<file path="config.mk">
export PLATFORM = sky130hd
export DESIGN_NAME = mem_disp_ctrl
export DESIGN_NICKNAME = d
export VERILOG_FILES = /design/src/rtl/mem_disp_ctrl.sv
export SDC_FILE = /design/constraint.sdc
export NUM_CORES = 1
export LEC_CHECK = 0
export CELL_PAD_IN_SITES_DETAIL_PLACEMENT = 0
export CELL_PAD_IN_SITES_GLOBAL_PLACEMENT = 1
export CORE_UTILIZATION = 35
export CTS_BUF_LIST = sky130_fd_sc_hd__clkbuf_16
export DETAILED_ROUTE_END_ITERATION = 10
export GPL_ROUTABILITY_DRIVEN = 1
export PLACE_DENSITY = 0.81
export SYNTH_ARGS = -nofsm -noshare
export SYNTH_HDL_FRONTEND = slang
export SYNTH_SLANG_ARGS = --single-unit
</file>
<file path="constraint.sdc">
create_clock -name clk -period 2.8 [get_ports clk]
set_clock_uncertainty 0.05 [all_clocks]
set_input_delay 0.84 -clock clk [delete_from_list [all_inputs] [get_ports clk]]
set_output_delay 0.84 -clock clk [all_outputs]
set_load 0.01 [all_outputs]
</file>
<file path="src/rtl/mem_disp_ctrl.sv">
// mem_disp_ctrl: fetches one 16-bit word from a synchronous RAM for each address strobe
// from the sequencer, then scans that word (and optionally its address) as hex digits onto
// an 8-digit common-anode 7-segment display.
//
// Build option: define MDC_ADDR_DISP_EN to also show the address on digits 4-5
// (6 digits scanned). Without it, only the 4 data digits are scanned.
//
// Ports:
//   clk, reset      rising-edge clock, asynchronous active-high reset
//   addr, addr_stb  new address and its 1-cycle qualifier
//   mem_dout        RAM read data, valid MEM_LAT cycles after mem_rd
//   mem_rd          1-cycle RAM read strobe
//   mem_addr        RAM address, held until the next request
//   busy            high while a read is in REQ/WAIT
//   done            1-cycle pulse in the cycle the word is latched
//   anodes          digit enables, active-low
//   seg, dp         segments {g,f,e,d,c,b,a} and decimal point, active-low
module mem_disp_ctrl #(
  parameter int unsigned MEM_LAT      = 1,
  parameter int unsigned REFRESH_BITS = 17
) (
  input  logic        clk,
  input  logic        reset,
  input  logic [7:0]  addr,
  input  logic        addr_stb,
  input  logic [15:0] mem_dout,
  output logic        mem_rd,
  output logic [7:0]  mem_addr,
  output logic        busy,
  output logic        done,
  output logic [7:0]  anodes,
  output logic [6:0]  seg,
  output logic        dp
);

  typedef enum logic [1:0] {StIdle, StReq, StWait, StLatch} state_e;

`ifdef MDC_ADDR_DISP_EN
  localparam logic [2:0] LastDig = 3'd5;
`else
  localparam logic [2:0] LastDig = 3'd3;
`endif
  localparam logic [REFRESH_BITS-1:0] RefOne = 1;
  localparam logic [1:0] WaitInit = 2'(MEM_LAT - 1);

  state_e                  state_q, state_d;
  logic [1:0]              wait_cnt_q, wait_cnt_d;
  logic                    pend_q, pend_d;
  logic [7:0]              pend_addr_q, pend_addr_d;
  logic                    mem_rd_q, mem_rd_d;
  logic [7:0]              mem_addr_q, mem_addr_d;
  logic                    busy_q, busy_d;
  logic                    done_q, done_d;
  logic [15:0]             data_reg_q, data_reg_d;
`ifdef MDC_ADDR_DISP_EN
  logic [7:0]              disp_addr_q, disp_addr_d;
`endif
  logic [REFRESH_BITS-1:0] refresh_q, refresh_d;
  logic [2:0]              dig_idx_q, dig_idx_d;
  logic [7:0]              anodes_q, anodes_d;
  logic [6:0]              seg_q, seg_d;
  logic [3:0]              nib;

  function automatic logic [6:0] hex7(input logic [3:0] v);
    case (v)
      4'h0: hex7 = 7'h40;  4'h1: hex7 = 7'h79;  4'h2: hex7 = 7'h24;  4'h3: hex7 = 7'h30;
      4'h4: hex7 = 7'h19;  4'h5: hex7 = 7'h12;  4'h6: hex7 = 7'h02;  4'h7: hex7 = 7'h78;
      4'h8: hex7 = 7'h00;  4'h9: hex7 = 7'h10;  4'hA: hex7 = 7'h08;  4'hB: hex7 = 7'h03;
      4'hC: hex7 = 7'h46;  4'hD: hex7 = 7'h21;  4'hE: hex7 = 7'h06;  default: hex7 = 7'h0E;
    endcase
  endfunction

  // Read sequencer
  always_comb begin
    state_d     = state_q;
    wait_cnt_d  = wait_cnt_q;
    pend_d      = pend_q;
    pend_addr_d = pend_addr_q;
    mem_rd_d    = 1'b0;
    mem_addr_d  = mem_addr_q;
    busy_d      = busy_q;
    done_d      = 1'b0;
    data_reg_d  = data_reg_q;
`ifdef MDC_ADDR_DISP_EN
    disp_addr_d = disp_addr_q;
`endif
    // One-deep pending slot, newest strobe wins; covers strobes during LATCH too.
    if (addr_stb && (state_q != StIdle)) begin
      pend_d      = 1'b1;
      pend_addr_d = addr;
    end
    case (state_q)
      StIdle: begin
        if (addr_stb || pend_q) begin
          mem_addr_d = addr_stb ? addr : pend_addr_q;
          pend_d     = 1'b0;
          mem_rd_d   = 1'b1;
          busy_d     = 1'b1;
          state_d    = StReq;
        end
      end
      StReq: begin
        wait_cnt_d = WaitInit;
        state_d    = StWait;
      end
      StWait: begin
        if (wait_cnt_q == 2'd0) begin
          busy_d  = 1'b0;
          done_d  = 1'b1;
          state_d = StLatch;
        end else begin
          wait_cnt_d = wait_cnt_q - 2'd1;
        end
      end
      StLatch: begin
        data_reg_d = mem_dout;
`ifdef MDC_ADDR_DISP_EN
        disp_addr_d = mem_addr_q;
`endif
        state_d = StIdle;
      end
      default: state_d = StIdle;
    endcase
  end

  // Digit source for the currently selected slot
  always_comb begin
    nib = 4'h0;
    case (dig_idx_q)
      3'd0: nib = data_reg_q[3:0];
      3'd1: nib = data_reg_q[7:4];
      3'd2: nib = data_reg_q[11:8];
      3'd3: nib = data_reg_q[15:12];
`ifdef MDC_ADDR_DISP_EN
      3'd4: nib = disp_addr_q[3:0];
      3'd5: nib = disp_addr_q[7:4];
`endif
      default: nib = 4'h0;
    endcase
  end

  // Display scan
  always_comb begin
    refresh_d = refresh_q + RefOne;
    dig_idx_d = dig_idx_q;
    if (&refresh_q) begin
      dig_idx_d = (dig_idx_q == LastDig) ? 3'd0 : dig_idx_q + 3'd1;
    end
    anodes_d = ~(8'b1 << dig_idx_q);
    seg_d    = hex7(nib);
  end

  always_ff @(posedge clk or posedge reset) begin
    if (reset) begin
      state_q     <= StIdle;
      wait_cnt_q  <= 2'd0;
      pend_q      <= 1'b0;
      pend_addr_q <= 8'h00;
      mem_rd_q    <= 1'b0;
      mem_addr_q  <= 8'h00;
      busy_q      <= 1'b0;
      done_q      <= 1'b0;
      data_reg_q  <= 16'h0000;
`ifdef MDC_ADDR_DISP_EN
      disp_addr_q <= 8'h00;
`endif
      refresh_q   <= '0;
      dig_idx_q   <= 3'd0;
      anodes_q    <= 8'hFF;
      seg_q       <= 7'h7F;
    end else begin
      state_q     <= state_d;
      wait_cnt_q  <= wait_cnt_d;
      pend_q      <= pend_d;
      pend_addr_q <= pend_addr_d;
      mem_rd_q    <= mem_rd_d;
      mem_addr_q  <= mem_addr_d;
      busy_q      <= busy_d;
      done_q      <= done_d;
      data_reg_q  <= data_reg_d;
`ifdef MDC_ADDR_DISP_EN
      disp_addr_q <= disp_addr_d;
`endif
      refresh_q   <= refresh_d;
      dig_idx_q   <= dig_idx_d;
      anodes_q    <= anodes_d;
      seg_q       <= seg_d;
    end
  end

  assign mem_rd   = mem_rd_q;
  assign mem_addr = mem_addr_q;
  assign busy     = busy_q;
  assign done     = done_q;
  assign anodes   = anodes_q;
  assign seg      = seg_q;
  assign dp       = 1'b1;

endmodule
</file>
=== Word level (Yosys, flattened, before mapping) ===
Memory sizes are Yosys's and may differ from the RTL's. A register that Yosys moved wholly into a read port is not among the register bits.
Index checks and enable logic that the tools add are counted.

* Flip-flop bits (word level): 68
* Bits in read-only memories: 112
* Input port bits: 27
* Output and inout bits: 27
* Word-level logic and storage cells: 58
* Memories kept: 1

{| class="wikitable"
|+ Memory list
! memory !! words !! width !! rd ports !! clocked after Yosys merged registers in !! write ports !! RTL line !! text
|-
| (name not given) || 16 || 7 || 1 || 1 || 0 || 65 || <nowiki>case (v)</nowiki>
|}

* Add/sub/neg operators: 3
* Eq/ne operators: 9
* Shift operators: 1
* Mux-type cells: 18
* Bitwise logic cells: 1
* Reductions and logical operators: 13

{| class="wikitable"
|+ Operator list
! cell !! number
|-
| $add A17 B1 Y17 const B || 1
|-
| $reduce_and A17 Y1 || 1
|-
| $pmux W4 S4 || 1
|-
| $mux W1 || 9
|-
| $mux W8 || 1
|-
| $not A8 Y8 || 1
|-
| $pmux W2 S4 || 1
|-
| $shl A1 B3 Y8 const A || 1
|-
| $eq A3 B2 Y1 const B || 2
|-
| $mux W2 || 3
|-
| $ne A2 B2 Y1 const B || 3
|-
| $reduce_and A2 Y1 || 3
|-
| $reduce_bool A2 Y1 || 3
|-
| $eq A2 B2 Y1 const B || 2
|-
| $logic_not A2 Y1 || 2
|-
| $pmux W2 S2 || 1
|-
| $add A3 B1 Y3 const B || 1
|-
| $eq A3 B1 Y1 const B || 1
|-
| $logic_not A3 Y1 || 1
|-
| $mux W3 || 1
|-
| $reduce_and A3 Y1 || 1
|-
| $eq A2 B1 Y1 const B || 1
|-
| $pmux W1 S2 || 1
|-
| $sub A2 B1 Y2 const B || 1
|-
| 2 further kinds || 2
|}

=== Longest topological paths before layout ===
* Depth after elaboration: 5
* Gate-level depth with buffers: 8

=== Worst setup path before layout ===
No wires, ideal clock.

* Kind: reg2reg
* From: register dig_idx_q[0]
* To: register seg_q[3] (netlist: seg[3])
* Setup time: 94 ps
* Data arrival time: 2041 ps
* Slack: 615 ps
* Cell stages (with the launch flop): 8
* Buffers on the path: 0
* Cell sequence: dfrtp_1 -> inv_1 -> ha_1 -> a22oi_1 -> a21oi_1 -> inv_1 -> ha_1 -> mux4_2

* Longest elaborated chain between the ends: 2
* Elaborated cells between the ends (all ways): 5
* Classes of those cells: eq/ne (3); mux (1); reduce/logical (1)

{| class="wikitable"
|+ RTL lines
! element !! RTL line !! text
|-
| from (decl) || 59 || <nowiki>logic [2:0] dig_idx_q, dig_idx_d;</nowiki>
|-
| from (signal assigned) || 185 || <nowiki>dig_idx_q <= dig_idx_d;</nowiki>
|-
| $eq A3 B2 Y1 (tied with other cells) || 129 || <nowiki>case (dig_idx_q)</nowiki>
|-
| $pmux W4 S4 * || 129 ||
|-
| to (decl) || 61 || <nowiki>logic [6:0] seg_q, seg_d;</nowiki>
|}

Mark *: on every way between the ends. The rest lies on a longest branch, timed or not.
A chain may end at the register's enable or synchronous reset.

=== Worst setup path in the final report ===
Ends and elaborated chain as after synthesis.

==> impl_results.md <==
* Diodes inserted at 0
* Routed vias/inst at 4.763
* Post-Syn Area at 3318 µm²
* P_leak at 1.882 nW
* CTS Buffer Depth at 2
* Die height at 99.37 µm
* Vias at 2048
* Max stage delay on crit path at 0.45 ns
* Tcrit/Tclk final at 0.8865
* Nets at 358
* Final Hold Vio Count at 0
* Max Cap Viol at 0
* EDFF count, synth at 0
* GRT Util Overall at 0.1352
* Syn nets at 299
* DR pass1 iterations at 4
* Final setup fails at 0
* Worst endpoint required time at 3.00 ns
* DRT antenna net count at 0
* Vias in the first global route at 2066
* Internal Power at 2.923 mW
* Die area at 9873 µm²
* Clock Latency Late Sink at 0.33 ns
* Die width at 99.37 µm
* Max VDD drop at 0.0003737 V
* Clock power frac at 0.295
* Yosys reg bits at 75
* Clock Tree Root: clkbuf_16
* Yosys warnings at 0
* Commonest non-fill, non-tap cell in the layout: dfrtp_1
* Flop pwr share at 0.391
* Setup TNS at 0 ns
* Final estimated routing congestion in global placement at 0.7937
* Share of cells above drive strength 1 at 0.1944
* Mapped Cells at 255
* Area Overhead vs Synth at 29.79%
* RSZ-0062 raised after global routing: no
* Most used DFF post-synth: dfrtp_1
* WS Path Type: reg2reg
* Largest net degree at the start of global routing at 28
* Cts hold-fix bufs at 0
* Cell variety after synth at 44
* Post-synthesis sequential area ratio at 0.5713
* P_sw at 1.215 mW
* Pwr Total at 4.138 mW
* Num ports at 54
* Tightest Pin Transition at 0.7394 ns
* Setup bufs post-CTS at 0
* Initial antenna violation count at 0
* Max_slew headroom at 0.5070
* WHS at 0.4170 ns
* Post_cts resized at 0
* Gate power share at 0.314
* Core Footprint at 9196 µm²
* Commonest non-fill, non-tap cells in the layout: 60 x dfrtp_1, 52 x clkdlybuf4s50_1, 19 x nand2_1
* CP max FO at 6
* Worst path slowest cell: mux4_2
* Clock sink count at 75
* Critical Path, Cell by Cell: inv_1, ha_1, a22oi_1, a21oi_1, inv_1, ha_1, mux4_2
* Drt drc at 0
* Async SR Flop Fraction at 1.000
* CP arrival at 2.68 ns
* Routed WL at 6068 µm
* CTS clk-pin slew, worst paths at 0.06 ns
* TritonCTS clock tree: done
* Status: finished clean
* Hold crit path type: reg2reg
* DR iter-0 viols at 73
* Max-slew violations at 0
* CP endpoint kind: flip-flop
* Final Util at 0.4683
* Wire length per cell at 14.11 µm
* # rows at 35
* CTS buffer count at 9
* Synth Area per Inst at 13.01 µm²
* Period minus WS final at 2.482 ns
* Initial Util at 0.3608
* Switching Share at 0.2935
* First-pass GRT wire length at 10160 µm
* I/O Buffers at 52
* PD cells at 960.8 nW/µm²
* Fmax achieved at 402.9 MHz
* CP Launch Type: flip-flop
* Gr ovfl total at 0
* HPWL Detailed at 4383 µm
* H-tree Lvls at 3
## synth_stat cells (5+ instances only)
cell / n / area, µm²
and4_1: 5 / 43.79
dfrtp_1: 60 / 1501
dfstp_2: 15 / 394.1
ha_1: 17 / 212.7
inv_1: 13 / 48.80
mux2_1: 8 / 90.09
mux2_2: 17 / 191.4
mux2i_1: 12 / 120.1
nand2_1: 19 / 71.32
nand3_1: 5 / 25.02
o21ai_0: 9 / 45.04
xnor2_1: 11 / 96.34
## stage by stage
step,std cells,setup WS (ns),instance area (µm²)
6_report,430,0.3179,4307
5_1_grt,430,0.1811,4307
4_1_cts,430,0.3222,4307
3_5_place_dp,414,0.3368,3988
3_3_place_gp,414,0.4613,3988
2_1_floorplan,255,0.02485,3318
## power by group through the flow
stage          registers, mW  clock network (mW)  logic, mW
2_1_floorplan           1.64                   0      0.837
3_3_place_gp            1.63                   0       1.28
3_5_place_dp            1.64                   0       1.31
4_1_cts                 1.62                1.24       1.32
5_1_grt                 1.65                1.31       1.44
6_report                1.62                1.22       1.30
## state kept, by name, summed over array words and instances, names as in the netlist
register	flops
anodes	8
busy	1
data_reg_q	16
dig_idx_q	3
done	1
mem_addr	8
mem_rd	1
pend_addr_q	8
pend_q	1
refresh_q	17
seg	7
state_q	2
wait_cnt_q	2
## final cells by class
cell class,count,area (µm²)
Fill cell,825,4890
Sequential cell,75,1896
Multi-Input combinational cell,159,1329
Timing Repair Buffer,56,575.6
Clock buffer,9,225.2
Tap cell,111,138.9
Clock inverter,7,93.84
Inverter,13,48.80
## worst max-delay path, delay by kind of cell, from the launching register on
kind / cells / cell delay (ns)
AOI/OAI and AO/OA: 2 / 0.57
adders and majority gates: 2 / 0.63
buffers and inverters: 2 / 0.30
DFF: 1 / 0.40
muxes: 1 / 0.45
## cell families after synthesis
kind of cell	Yosys count	synth area share
other	1	0.001130
buffers and inverters	21	0.02828
AO/OA/AOI/OAI	38	0.08748
flip-flops	75	0.5713
AND/OR/NAND/NOR	50	0.08032
multiplexers	38	0.1278
XOR/XNOR	15	0.03959
adder cells (fa/ha/maj)	17	0.06410
## path summary, 6_finish.rpt
kind / start / endpoint / slack (ns) / cells past startpoint
min: refresh_q[14] / refresh_q[14] / 0.42 / 1
max reg2reg: dig_idx_q[0] / seg[3] / 0.32 / 7
max: dig_idx_q[0] / seg[3] / 0.32 / 7
min reg2reg: refresh_q[14] / refresh_q[14] / 0.42 / 1
max in group asynchronous: reset / anodes[3] / 1.28 / 3
min in group asynchronous: reset / mem_addr[2] / 0.82 / 2
## metal layers
layer	GRT usage	wire length (µm)	vias up	share of wire
met5	0	0	-	0
met4	0.05430	112	0	0.018
met3	0.04146	252	11	0.042
met1	0.1893	2931	984	0.48
li1	-	-	1001	-
met2	0.1955	2771	52	0.46
Note: power is estimated with default switching activity, not from simulation.
